--- src/rtl/vip_filter_frame_ctrl_if.sv ---
// Signal bundle between the register/stream side (master) and vip_filter_frame_ctrl (slave).
// cfg handshake: cfg_req is a one-cycle valid strobe with no ready; cfg_busy flags an unapplied request, cfg_ack strobes once when it takes effect.
interface vip_filter_frame_ctrl_if;
    logic        per_frame_vsync;
    logic        post_frame_vsync;
    logic        post_frame_href;
    logic        post_frame_clken;
    logic        cfg_req;
    logic [1:0]  cfg_mode;
    logic        cfg_ack;
    logic        cfg_busy;
    logic [1:0]  in_mode;
    logic [1:0]  out_sel;
    logic        frame_done;
    logic        err_hsize;
    logic        err_vsize;
    logic        err_clr;
    logic [15:0] frame_cnt;
    logic [1:0]  dbg_meas_state;

    modport master (
        output per_frame_vsync, post_frame_vsync, post_frame_href, post_frame_clken,
        output cfg_req, cfg_mode, err_clr,
        input  cfg_ack, cfg_busy, in_mode, out_sel, frame_done,
        input  err_hsize, err_vsize, frame_cnt, dbg_meas_state
    );

    modport slave (
        input  per_frame_vsync, post_frame_vsync, post_frame_href, post_frame_clken,
        input  cfg_req, cfg_mode, err_clr,
        output cfg_ack, cfg_busy, in_mode, out_sel, frame_done,
        output err_hsize, err_vsize, frame_cnt, dbg_meas_state
    );
endinterface

--- src/rtl/vip_filter_frame_ctrl.sv ---
// Frame-synchronous mode control and output-geometry checker for the 3x3 mean-filter stage.
// Define VIP_FRAME_CTRL_FRAME_CNT_EN to build the 16-bit completed-frame counter; otherwise frame_cnt is 0.
module vip_filter_frame_ctrl #(
    parameter logic [9:0] IMG_HDISP = 10'd640,
    parameter logic [9:0] IMG_VDISP = 10'd480
) (
    input  logic                    clk,
    input  logic                    rst_n,
    vip_filter_frame_ctrl_if.slave  bus
);
    typedef enum logic [1:0] {
        S_IDLE   = 2'd0,
        S_ACTIVE = 2'd1,
        S_CHECK  = 2'd2,
        S_WAIT   = 2'd3
    } meas_state_t;

    logic per_vs_d, post_vs_d, href_d;
    logic per_rise, post_rise, post_fall, href_fall;

    // Vsync history resets high so a stream already mid-frame at reset release is not seen as a frame start.
    always_ff @(posedge clk or negedge rst_n) begin
        if (!rst_n) begin
            per_vs_d  <= 1'b1;
            post_vs_d <= 1'b1;
            href_d    <= 1'b0;
        end else begin
            per_vs_d  <= bus.per_frame_vsync;
            post_vs_d <= bus.post_frame_vsync;
            href_d    <= bus.post_frame_href;
        end
    end

    assign per_rise  = bus.per_frame_vsync & ~per_vs_d;
    assign post_rise = bus.post_frame_vsync & ~post_vs_d;
    assign post_fall = ~bus.post_frame_vsync & post_vs_d;
    assign href_fall = ~bus.post_frame_href & href_d;

    logic [1:0] pend_mode, in_mode_q, apply_mode, push_mode;
    logic       busy_q, ack_q, apply;

    assign apply      = per_rise & (busy_q | bus.cfg_req);
    assign apply_mode = bus.cfg_req ? bus.cfg_mode : pend_mode;
    assign push_mode  = apply ? apply_mode : in_mode_q;

    always_ff @(posedge clk or negedge rst_n) begin
        if (!rst_n) begin
            pend_mode <= 2'd0;
            in_mode_q <= 2'd0;
            busy_q    <= 1'b0;
            ack_q     <= 1'b0;
        end else begin
            ack_q <= apply;
            if (apply) begin
                in_mode_q <= apply_mode;
                busy_q    <= 1'b0;
            end else if (bus.cfg_req) begin
                pend_mode <= bus.cfg_mode;
                busy_q    <= 1'b1;
            end
        end
    end

    // Two-deep mode FIFO; entry 0 is the oldest, a push into a full FIFO drops it.
    logic [1:0] fifo_q [2];
    logic [1:0] fifo_cnt;
    logic [1:0] out_sel_q;

    always_ff @(posedge clk or negedge rst_n) begin
        if (!rst_n) begin
            fifo_q[0] <= 2'd0;
            fifo_q[1] <= 2'd0;
            fifo_cnt  <= 2'd0;
            out_sel_q <= 2'd0;
        end else begin
            case ({per_rise, post_rise})
                2'b10: begin
                    if (fifo_cnt == 2'd2) begin
                        fifo_q[0] <= fifo_q[1];
                        fifo_q[1] <= push_mode;
                    end else begin
                        fifo_q[fifo_cnt[0]] <= push_mode;
                        fifo_cnt            <= fifo_cnt + 2'd1;
                    end
                end
                2'b01: begin
                    if (fifo_cnt != 2'd0) begin
                        out_sel_q <= fifo_q[0];
                        fifo_q[0] <= fifo_q[1];
                        fifo_cnt  <= fifo_cnt - 2'd1;
                    end
                end
                2'b11: begin
                    case (fifo_cnt)
                        2'd0: out_sel_q <= push_mode;
                        2'd1: begin
                            out_sel_q <= fifo_q[0];
                            fifo_q[0] <= push_mode;
                        end
                        default: begin
                            out_sel_q <= fifo_q[0];
                            fifo_q[0] <= fifo_q[1];
                            fifo_q[1] <= push_mode;
                        end
                    endcase
                end
                default: ;
            endcase
        end
    end

    meas_state_t state_q, state_d;
    logic        cnt_clr;

    always_ff @(posedge clk or negedge rst_n) begin
        if (!rst_n) state_q <= S_IDLE;
        else        state_q <= state_d;
    end

    // A vsync rise while ACTIVE means the fall was missed: restart counting without a check.
    always_comb begin
        state_d = state_q;
        cnt_clr = 1'b0;
        case (state_q)
            S_IDLE, S_WAIT: begin
                if (post_rise) begin
                    state_d = S_ACTIVE;
                    cnt_clr = 1'b1;
                end
            end
            S_ACTIVE: begin
                if (post_rise)      cnt_clr = 1'b1;
                else if (post_fall) state_d = S_CHECK;
            end
            S_CHECK: state_d = S_WAIT;
            default: state_d = S_IDLE;
        endcase
    end

    logic [10:0] pix_cnt, line_cnt;
    logic        line_end, hsize_bad, vsize_bad;
    logic        err_h_q, err_v_q;

    assign line_end  = (state_q == S_ACTIVE) && !post_rise && href_fall;
    assign hsize_bad = line_end && (pix_cnt != {1'b0, IMG_HDISP});
    assign vsize_bad = (state_q == S_CHECK) && (line_cnt != {1'b0, IMG_VDISP});

    always_ff @(posedge clk or negedge rst_n) begin
        if (!rst_n) begin
            pix_cnt  <= 11'd0;
            line_cnt <= 11'd0;
        end else if (cnt_clr) begin
            pix_cnt  <= 11'd0;
            line_cnt <= 11'd0;
        end else if (state_q == S_ACTIVE) begin
            if (line_end) begin
                pix_cnt <= 11'd0;
                if (line_cnt != 11'h7FF) line_cnt <= line_cnt + 11'd1;
            end else if (bus.post_frame_href && bus.post_frame_clken && (pix_cnt != 11'h7FF)) begin
                pix_cnt <= pix_cnt + 11'd1;
            end
        end
    end

    always_ff @(posedge clk or negedge rst_n) begin
        if (!rst_n) begin
            err_h_q <= 1'b0;
            err_v_q <= 1'b0;
        end else if (bus.err_clr) begin
            err_h_q <= 1'b0;
            err_v_q <= 1'b0;
        end else begin
            if (hsize_bad) err_h_q <= 1'b1;
            if (vsize_bad) err_v_q <= 1'b1;
        end
    end

`ifdef VIP_FRAME_CTRL_FRAME_CNT_EN
    logic [15:0] frame_cnt_q;
    always_ff @(posedge clk or negedge rst_n) begin
        if (!rst_n)                  frame_cnt_q <= 16'd0;
        else if (state_q == S_CHECK) frame_cnt_q <= frame_cnt_q + 16'd1;
    end
    assign bus.frame_cnt = frame_cnt_q;
`else
    assign bus.frame_cnt = 16'd0;
`endif

    assign bus.cfg_ack        = ack_q;
    assign bus.cfg_busy       = busy_q;
    assign bus.in_mode        = in_mode_q;
    assign bus.out_sel        = out_sel_q;
    assign bus.frame_done     = (state_q == S_CHECK);
    assign bus.err_hsize      = err_h_q;
    assign bus.err_vsize      = err_v_q;
    assign bus.dbg_meas_state = state_q;
endmodule
--- src/flat_wrapper.sv ---
// flat-port wrapper written by rule: the top's interface ports become plain ports
module vip_filter_frame_ctrl_flat 
#(
    parameter logic [9:0] IMG_HDISP = 10'd640,
    parameter logic [9:0] IMG_VDISP = 10'd480
)
  (clk, rst_n, bus_per_frame_vsync, bus_post_frame_vsync, bus_post_frame_href, bus_post_frame_clken, bus_cfg_req, bus_cfg_mode, bus_err_clr, bus_cfg_ack, bus_cfg_busy, bus_in_mode, bus_out_sel, bus_frame_done, bus_err_hsize, bus_err_vsize, bus_frame_cnt, bus_dbg_meas_state);
  vip_filter_frame_ctrl_if bus_i ();
  input  logic clk;
  input  logic rst_n;
  input wire logic [$bits(bus_i.per_frame_vsync)-1:0] bus_per_frame_vsync;
  input wire logic [$bits(bus_i.post_frame_vsync)-1:0] bus_post_frame_vsync;
  input wire logic [$bits(bus_i.post_frame_href)-1:0] bus_post_frame_href;
  input wire logic [$bits(bus_i.post_frame_clken)-1:0] bus_post_frame_clken;
  input wire logic [$bits(bus_i.cfg_req)-1:0] bus_cfg_req;
  input wire logic [$bits(bus_i.cfg_mode)-1:0] bus_cfg_mode;
  input wire logic [$bits(bus_i.err_clr)-1:0] bus_err_clr;
  output wire logic [$bits(bus_i.cfg_ack)-1:0] bus_cfg_ack;
  output wire logic [$bits(bus_i.cfg_busy)-1:0] bus_cfg_busy;
  output wire logic [$bits(bus_i.in_mode)-1:0] bus_in_mode;
  output wire logic [$bits(bus_i.out_sel)-1:0] bus_out_sel;
  output wire logic [$bits(bus_i.frame_done)-1:0] bus_frame_done;
  output wire logic [$bits(bus_i.err_hsize)-1:0] bus_err_hsize;
  output wire logic [$bits(bus_i.err_vsize)-1:0] bus_err_vsize;
  output wire logic [$bits(bus_i.frame_cnt)-1:0] bus_frame_cnt;
  output wire logic [$bits(bus_i.dbg_meas_state)-1:0] bus_dbg_meas_state;
  assign bus_i.per_frame_vsync = bus_per_frame_vsync;
  assign bus_i.post_frame_vsync = bus_post_frame_vsync;
  assign bus_i.post_frame_href = bus_post_frame_href;
  assign bus_i.post_frame_clken = bus_post_frame_clken;
  assign bus_i.cfg_req = bus_cfg_req;
  assign bus_i.cfg_mode = bus_cfg_mode;
  assign bus_i.err_clr = bus_err_clr;
  assign bus_cfg_ack = bus_i.cfg_ack;
  assign bus_cfg_busy = bus_i.cfg_busy;
  assign bus_in_mode = bus_i.in_mode;
  assign bus_out_sel = bus_i.out_sel;
  assign bus_frame_done = bus_i.frame_done;
  assign bus_err_hsize = bus_i.err_hsize;
  assign bus_err_vsize = bus_i.err_vsize;
  assign bus_frame_cnt = bus_i.frame_cnt;
  assign bus_dbg_meas_state = bus_i.dbg_meas_state;
  vip_filter_frame_ctrl #(.IMG_HDISP(IMG_HDISP), .IMG_VDISP(IMG_VDISP)) u_core (.clk(clk), .rst_n(rst_n), .bus(bus_i));
endmodule
--- config.mk ---
export PLATFORM = sky130hd
export DESIGN_NAME = vip_filter_frame_ctrl_flat
export DESIGN_NICKNAME = d
export VERILOG_FILES = /design/src/rtl/vip_filter_frame_ctrl_if.sv /design/src/rtl/vip_filter_frame_ctrl.sv /design/src/flat_wrapper.sv
export SDC_FILE = /design/constraint.sdc
export NUM_CORES = 1
export LEC_CHECK = 0
export CORE_MARGIN = 4
export CORE_UTILIZATION = 40
export DETAILED_ROUTE_END_ITERATION = 10
export GPL_ROUTABILITY_DRIVEN = 0
export PLACE_DENSITY = 0.73
export SYNTH_ARGS = -nofsm -noshare
export SYNTH_HDL_FRONTEND = slang
export SYNTH_SLANG_ARGS = --single-unit
--- constraint.sdc ---
create_clock -name clk -period 2.9 [get_ports clk]
set_clock_uncertainty 0.15 [all_clocks]
set_input_delay 0.87 -clock clk [delete_from_list [all_inputs] [get_ports clk]]
set_output_delay 0.87 -clock clk [all_outputs]
set_load 0.005 [all_outputs]
==> run summary, run 1 <==
Status: completed
Setup TNS: 0 ns
Net Sw Power: 0.664 mW
Number of port buffers: 20
Final Max Tran Viols: 0
Relative slew margins: 0.571
Synthesized instance count: 269
Cts hold-fix bufs: 0
Row Count: 29
Starting DRT DRC Count: 128
Final setup margin: 0.285 ns
Gate power share: 0.349
Max Clk Rate: 382 MHz
Initial antenna violation count: 0
Share of cells above drive strength 1: 0.138
Die Width: 89.1 um
Clock buffer depth: 2
Mapped cell area: 0.00263 mm2
Mapped Avg Cell Area: 9.77 um2
Netlist cell types: 60
Post-CTS resize count: 0
Crit-path max FO: 6
Worst-path clk slew: 0.09 ns
Worst Path Arrival: 2.65 ns
Fillers: 595
Worst endpoint required time: 2.94 ns
Pre-CTS setup slack: 0.00249 ns
H-Tree Depth: 2
DRT antenna net count: 0
Number of global-route vias before repair: 2020
Placed wire-length estimate: 4110 um
Design Area, Final: 0.00298 mm2
Flop and latch count out of synthesis: 43
Largest net degree at the start of global routing: 44
CTS buffer count: 5
Critical setup path kind: input pin to register
Slew @ Worst Pin: 0.627 ns
Max-Cap Viols: 0
Synth top area cells: dfrtp_1 (39%), buf_4 (5.1%), ha_1 (4.8%)
Initial Util: 0.414
Drt drc: 0
Yosys synthesis warning count: 0
Min Tclk post-route: 2.61 ns
CTS tree: done
Total global routing overflow: 0
Via density per instance: 5.61
Most used flip-flop cell after synthesis: dfrtp_1
Layout Nets: 317
Synth top area share: 0.390
Post-CTS Setup Bufs: 0
RSZ-0062 raised after global routing: no
WL final: 5540 um
Die area: 0.00793 mm2
IO Pins: 37
Most common cell in the netlist: dfrtp_1
Number of synthesized flops with an enable pin: 0
Root Buffer: clkbuf_8
Sinks on the clock net: 43
CORE AREA: 0.00635 mm2
Worst vdd ir: 416 uV
Final Power: 1.99 mW
Final setup vio count: 0
Clock group share of total power: 0.245
Seq/Total Area, Yosys: 0.410
Fin Hold WS: 0.365 ns
Area growth syn-to-layout: 13.5%
Part of the power in registers: 0.406
P_int: 1.33 mW
Most frequent cells after synthesis: dfrtp_1 (41), a21oi_1 (20), buf_4 (18), nor2_1 (17), nand2_1 (13)
Sw Share: 0.333
Placed inst area: 0.00287 mm2
Diode count: 0
Wirelength per Cell: 14.8 um
LEAKAGE: 1.22 nW
Min-Delay Path Class: register to register
Yosys top cell by area: dfrtp_1
Global-route wire length before repair: 9400 um
GRT Total Usage: 0.150
Final worst-path cycle share: 0.902
Setup crit end kind: register
Final hold vios: 0
First-pass iteration count of the detailed router: 4
Pwr per Cell Area: 669 mW/mm2
Worst skew pair latency: 0.30 ns
Die Y: 89.1 um
Post-synth ARST share: 1.00
DR vias: 2104
Startpoint types: input pin
-- cell usage in the layout, fill, tap and decap left out, drive strengths merged, types with 6 or more instances in the layout --
cell type / n
dfrtp: 41
a21oi: 22
clkdlybuf4s50: 19
nor2: 17
conb: 16
nand2: 13
inv: 12
buf: 12
o21ai: 10
ha: 10
nand3: 10
o31ai: 9
nor3: 8
or4: 7
clkbuf: 6
-- per-stage QoR --
step / cells / util
floorplan: 284 / -
global placement: 367 / 0.451
detailed placement: 367 / 0.451
CTS: 375 / 0.470
global route: 375 / 0.470
finish: 375 / 0.470
-- final timing paths --
kind / start / to / slack, ns / depth (start not counted)
max in group asynchronous: rst_n / u_core.post_vs_d / 1.74 / 2
min in group asynchronous: rst_n / u_core.pix_cnt[2] / 0.49 / 2
hold / removal: u_core.bus.err_hsize / u_core.bus.err_hsize / 0.36 / 2
setup reg to reg: u_core.bus.dbg_meas_state[0] / u_core.pix_cnt[3] / 0.60 / 7
hold reg to reg: u_core.bus.err_hsize / u_core.bus.err_hsize / 0.36 / 2
setup / recovery: bus_per_frame_vsync / u_core.fifo_q[1] / 0.29 / 5
-- final cells by class --
cell class                 instances  area [um2]  area share
tap                               77        96.3      0.0323
timing repair buffer              31         278      0.0931
clock inverter                     2        35.0      0.0117
clock buffer                       6        82.6      0.0277
sequential                        43        1080       0.362
multi-input combinational        204        1370       0.458
inverter                          12        45.0      0.0151
-- flip-flops by register name, indices dropped and copies added, names as in the netlist, 2 cells and up --
name                       cells
u_core.bus.out_sel             2
u_core.fifo_cnt                2
u_core.bus.in_mode             2
u_core.bus.dbg_meas_state      2
u_core.fifo_q                  4
u_core.line_cnt               11
u_core.pend_mode               2
u_core.pix_cnt                11
-- metal layers --
layer	global-route usage	vias up	part of all wire
met3	0.0286	8	0.033
met4	0.0433	0	0.013
met2	0.251	39	0.49
met5	0	-	0
li1	-	1038	-
met1	0.200	1019	0.47
-- kinds of logic (layout without fill, tap and decap cells) --
logic type | count (synthesis) | in the layout | share of synthesized area
AO/OA/AOI/OAI | 72 | 72 | 0.189
XOR/XNOR | 1 | 1 | 0.00333
adder cells (fa/ha/maj) | 10 | 10 | 0.0476
buffers and inverters | 37 | 51 | 0.0909
flip-flops | 43 | 43 | 0.410
multiplexers | 9 | 9 | 0.0366
other | 1 | 16 | 0.00143
AND/OR/NAND/NOR | 96 | 96 | 0.220
-- power by group through the flow --
stage	combinational [mW]	clock (mW)	sequential [mW]
floorplan	0.475	0	0.799
global placement	0.677	0	0.817
detailed placement	0.699	0	0.821
CTS	0.701	0.508	0.810
global route	0.784	0.526	0.829
finish	0.695	0.490	0.810
-- worst max-delay path, cell delays in order --
cell and delay [ns]:
clkdlybuf4s50_1 0.57, nor2b_1 0.41, o21ai_0 0.17, a31oi_1 0.26, mux2_2 0.37
No activity file was read; power rests on OpenSTA's default activity.
==> run 2: changes to the inputs <==
ABC_CLOCK_PERIOD_IN_PS = 2900   (was default)
CAP_MARGIN = 20   (was default)
CORE_UTILIZATION = 59   (was 40)
PLACE_DENSITY = 0.95   (was 0.73)
==> run 2 against run 1 <==
Effect of this change:
- first-iteration DRC count increased by 71%
- sequential power increased by 0.6%
- setup slack got worse by 0.015 ns
- highest routed layer unchanged
- non-clock buffer count increased by 1
- critical endpoint is now bus_frame_done
==> run summary, run 2 (same netlist as run 1, synthesis figures left out) <==
Slew @ Worst Pin: 0.869 ns (+0.242 ns)
DRT antenna net count: 0 (unchanged)
Setup crit end kind: output pin
Final Max Tran Viols: 0 (unchanged)
Root Buffer: clkbuf_8
Critical Path Max Stage Delay: 0.53 ns (-0.04 ns)
Slowest CP cell: clkdlybuf4s50_1
Startpoint types: register
WL final: 5860 um (+5.7%)
IO Pins: 37 (unchanged)
Largest net degree at the start of global routing: 19 (-57%)
Max-Cap Viols: 0 (unchanged)
Diode count: 0 (unchanged)
DR vias: 2222 (+5.6%)
Pre-CTS setup slack: -0.0131 ns (-0.0156 ns)
RSZ-0062 raised after global routing: no
Initial Util: 0.608 (+0.194)
Worst endpoint required time: 1.88 ns (-1.06 ns)
Starting DRT DRC Count: 219 (+71%)
CTS tree: done
Total global routing overflow: 0 (unchanged)
Min-Delay Path Class: input pin to async pin
Wirelength per Cell: 16.7 um (+13%)
Status: completed
Sinks on the clock net: 43 (unchanged)
CORE AREA: 0.00432 mm2 (-32%)
CP cell instances: inv_1 -> ha_1 -> clkdlybuf4s50_1
Biggest regs: u_core.line_cnt: 11 flops, u_core.pix_cnt: 11 flops, u_core.fifo_q: 4 flops
Number of global-route vias before repair: 2066 (+2.3%)
Area growth syn-to-layout: 12.1%
Die area: 0.00559 mm2 (-30%)
Relative slew margins: 0.418 (-0.153)
Die Y: 74.8 um (-16%)
Number of port buffers: 20 (unchanged)
Worst skew pair latency: 0.31 ns (about the same)
Share of cells above drive strength 1: 0.134 (-0.00380)
H-Tree Depth: 2 (unchanged)
Worst Path Arrival: 1.61 ns (-1.04 ns)
Layout Nets: 318 (+0.32%)
Row Count: 24 (-17%)
Design Area, Final: 0.00295 mm2 (-1.2%)
First-pass iteration count of the detailed router: 4 (unchanged)
CTS buffer count: 5 (unchanged)
Max Clk Rate: 380 MHz (-0.58%)
Post-CTS Setup Bufs: 0 (unchanged)
Final setup margin: 0.270 ns (-0.0154 ns)
Final setup vio count: 0 (unchanged)
Clock buffer depth: 2 (unchanged)
CP top delay family: buffers and inverters
Crit-path max FO: 6 (unchanged)
Commonest non-fill, non-tap cell in the layout: dfrtp_1
Final hold vios: 0 (unchanged)
Post-CTS resize count: 0 (unchanged)
Cts hold-fix bufs: 0 (unchanged)
Placed inst area: 0.00284 mm2 (-0.83%)
Initial antenna violation count: 0 (unchanged)
Flop-to-flop setup slack: 0.55 ns (-0.05 ns)
Via density per instance: 6.33 (+13%)
Global-route wire length before repair: 9600 um (+2.1%)
Final worst-path cycle share: 0.907 (+0.00530)
Pwr per Cell Area: 678 mW/mm2 (+1.4%)
Min Tclk post-route: 2.63 ns (+0.0154 ns)
Worst-path clk slew: 0.08 ns (about the same)
LEAKAGE: 1.22 nW (-0.35%)
Critical setup path kind: register to output pin
Worst path buffer plus inverter count: 2 (+1)
Die Width: 74.8 um (-16%)
Most frequent cells in the layout: dfrtp_1 (41), a21oi_1 (20), clkdlybuf4s50_1 (19)
Placed wire-length estimate: 4320 um (+5.1%)
Drt drc: 0 (unchanged)
GRT Total Usage: 0.227 (+0.0763)
Setup TNS: 0 ns (unchanged)
Worst vdd ir: 526 uV (+27%)
Final design utilization: 0.682 (+0.212)
## run 2: cell count changes in the layout (fill, tap and decap cells not counted), sizes merged
cell	previous run	this run
clkinv	1	0
clkbuf	6	7
buf	12	13
## run 2: area by class of cell
cell class | count | area (um2)
Clock buffer | 7 | 76.3
Clock inverter | 1 | 30.0
Fill cell | 311 | 1380
Inverter | 12 | 45.0
Multi-Input combinational cell | 204 | 1370
Sequential cell | 43 | 1080
Tap cell | 52 | 65.1
Timing Repair Buffer | 32 | 285
## run 2: final timing paths
check	startpoint	end	cells past startpoint
max	u_core.bus.dbg_meas_state[0]	bus_frame_done	3
min reg2reg	u_core.bus.err_vsize	u_core.bus.err_vsize	2
min	rst_n	u_core.bus.dbg_meas_state[0]	1
max in group asynchronous	rst_n	u_core.per_vs_d	2
max reg2reg	u_core.bus.dbg_meas_state[0]	u_core.pix_cnt[7]	8
min in group clk	u_core.bus.err_vsize	u_core.bus.err_vsize	2
## run 2: report_power, final
group	switching (mW)	internal, mW	leakage, nW
sequential	0.106	0.709	0.553
clock	0.211	0.258	0.0524
combinational	0.369	0.345	0.613
## run 2: stage by stage
step	hold WS, ns	total power [mW]	cells
3_5_place_dp	0.345	1.53	343
4_1_cts	0.337	2.00	351
5_1_grt	0.347	2.12	351
3_3_place_gp	0.332	1.48	343
6_report	0.336	2.00	351
2_1_floorplan	0.326	1.27	284
## run 2: routing by layer
metal | vias to the layer above | GRT usage | routed length [um]
met5 | - | 0 | 0
met4 | 0 | 0.0791 | 98
met3 | 13 | 0.0601 | 377
met2 | 88 | 0.386 | 2930
met1 | 1074 | 0.279 | 2450
li1 | 1047 | - | -
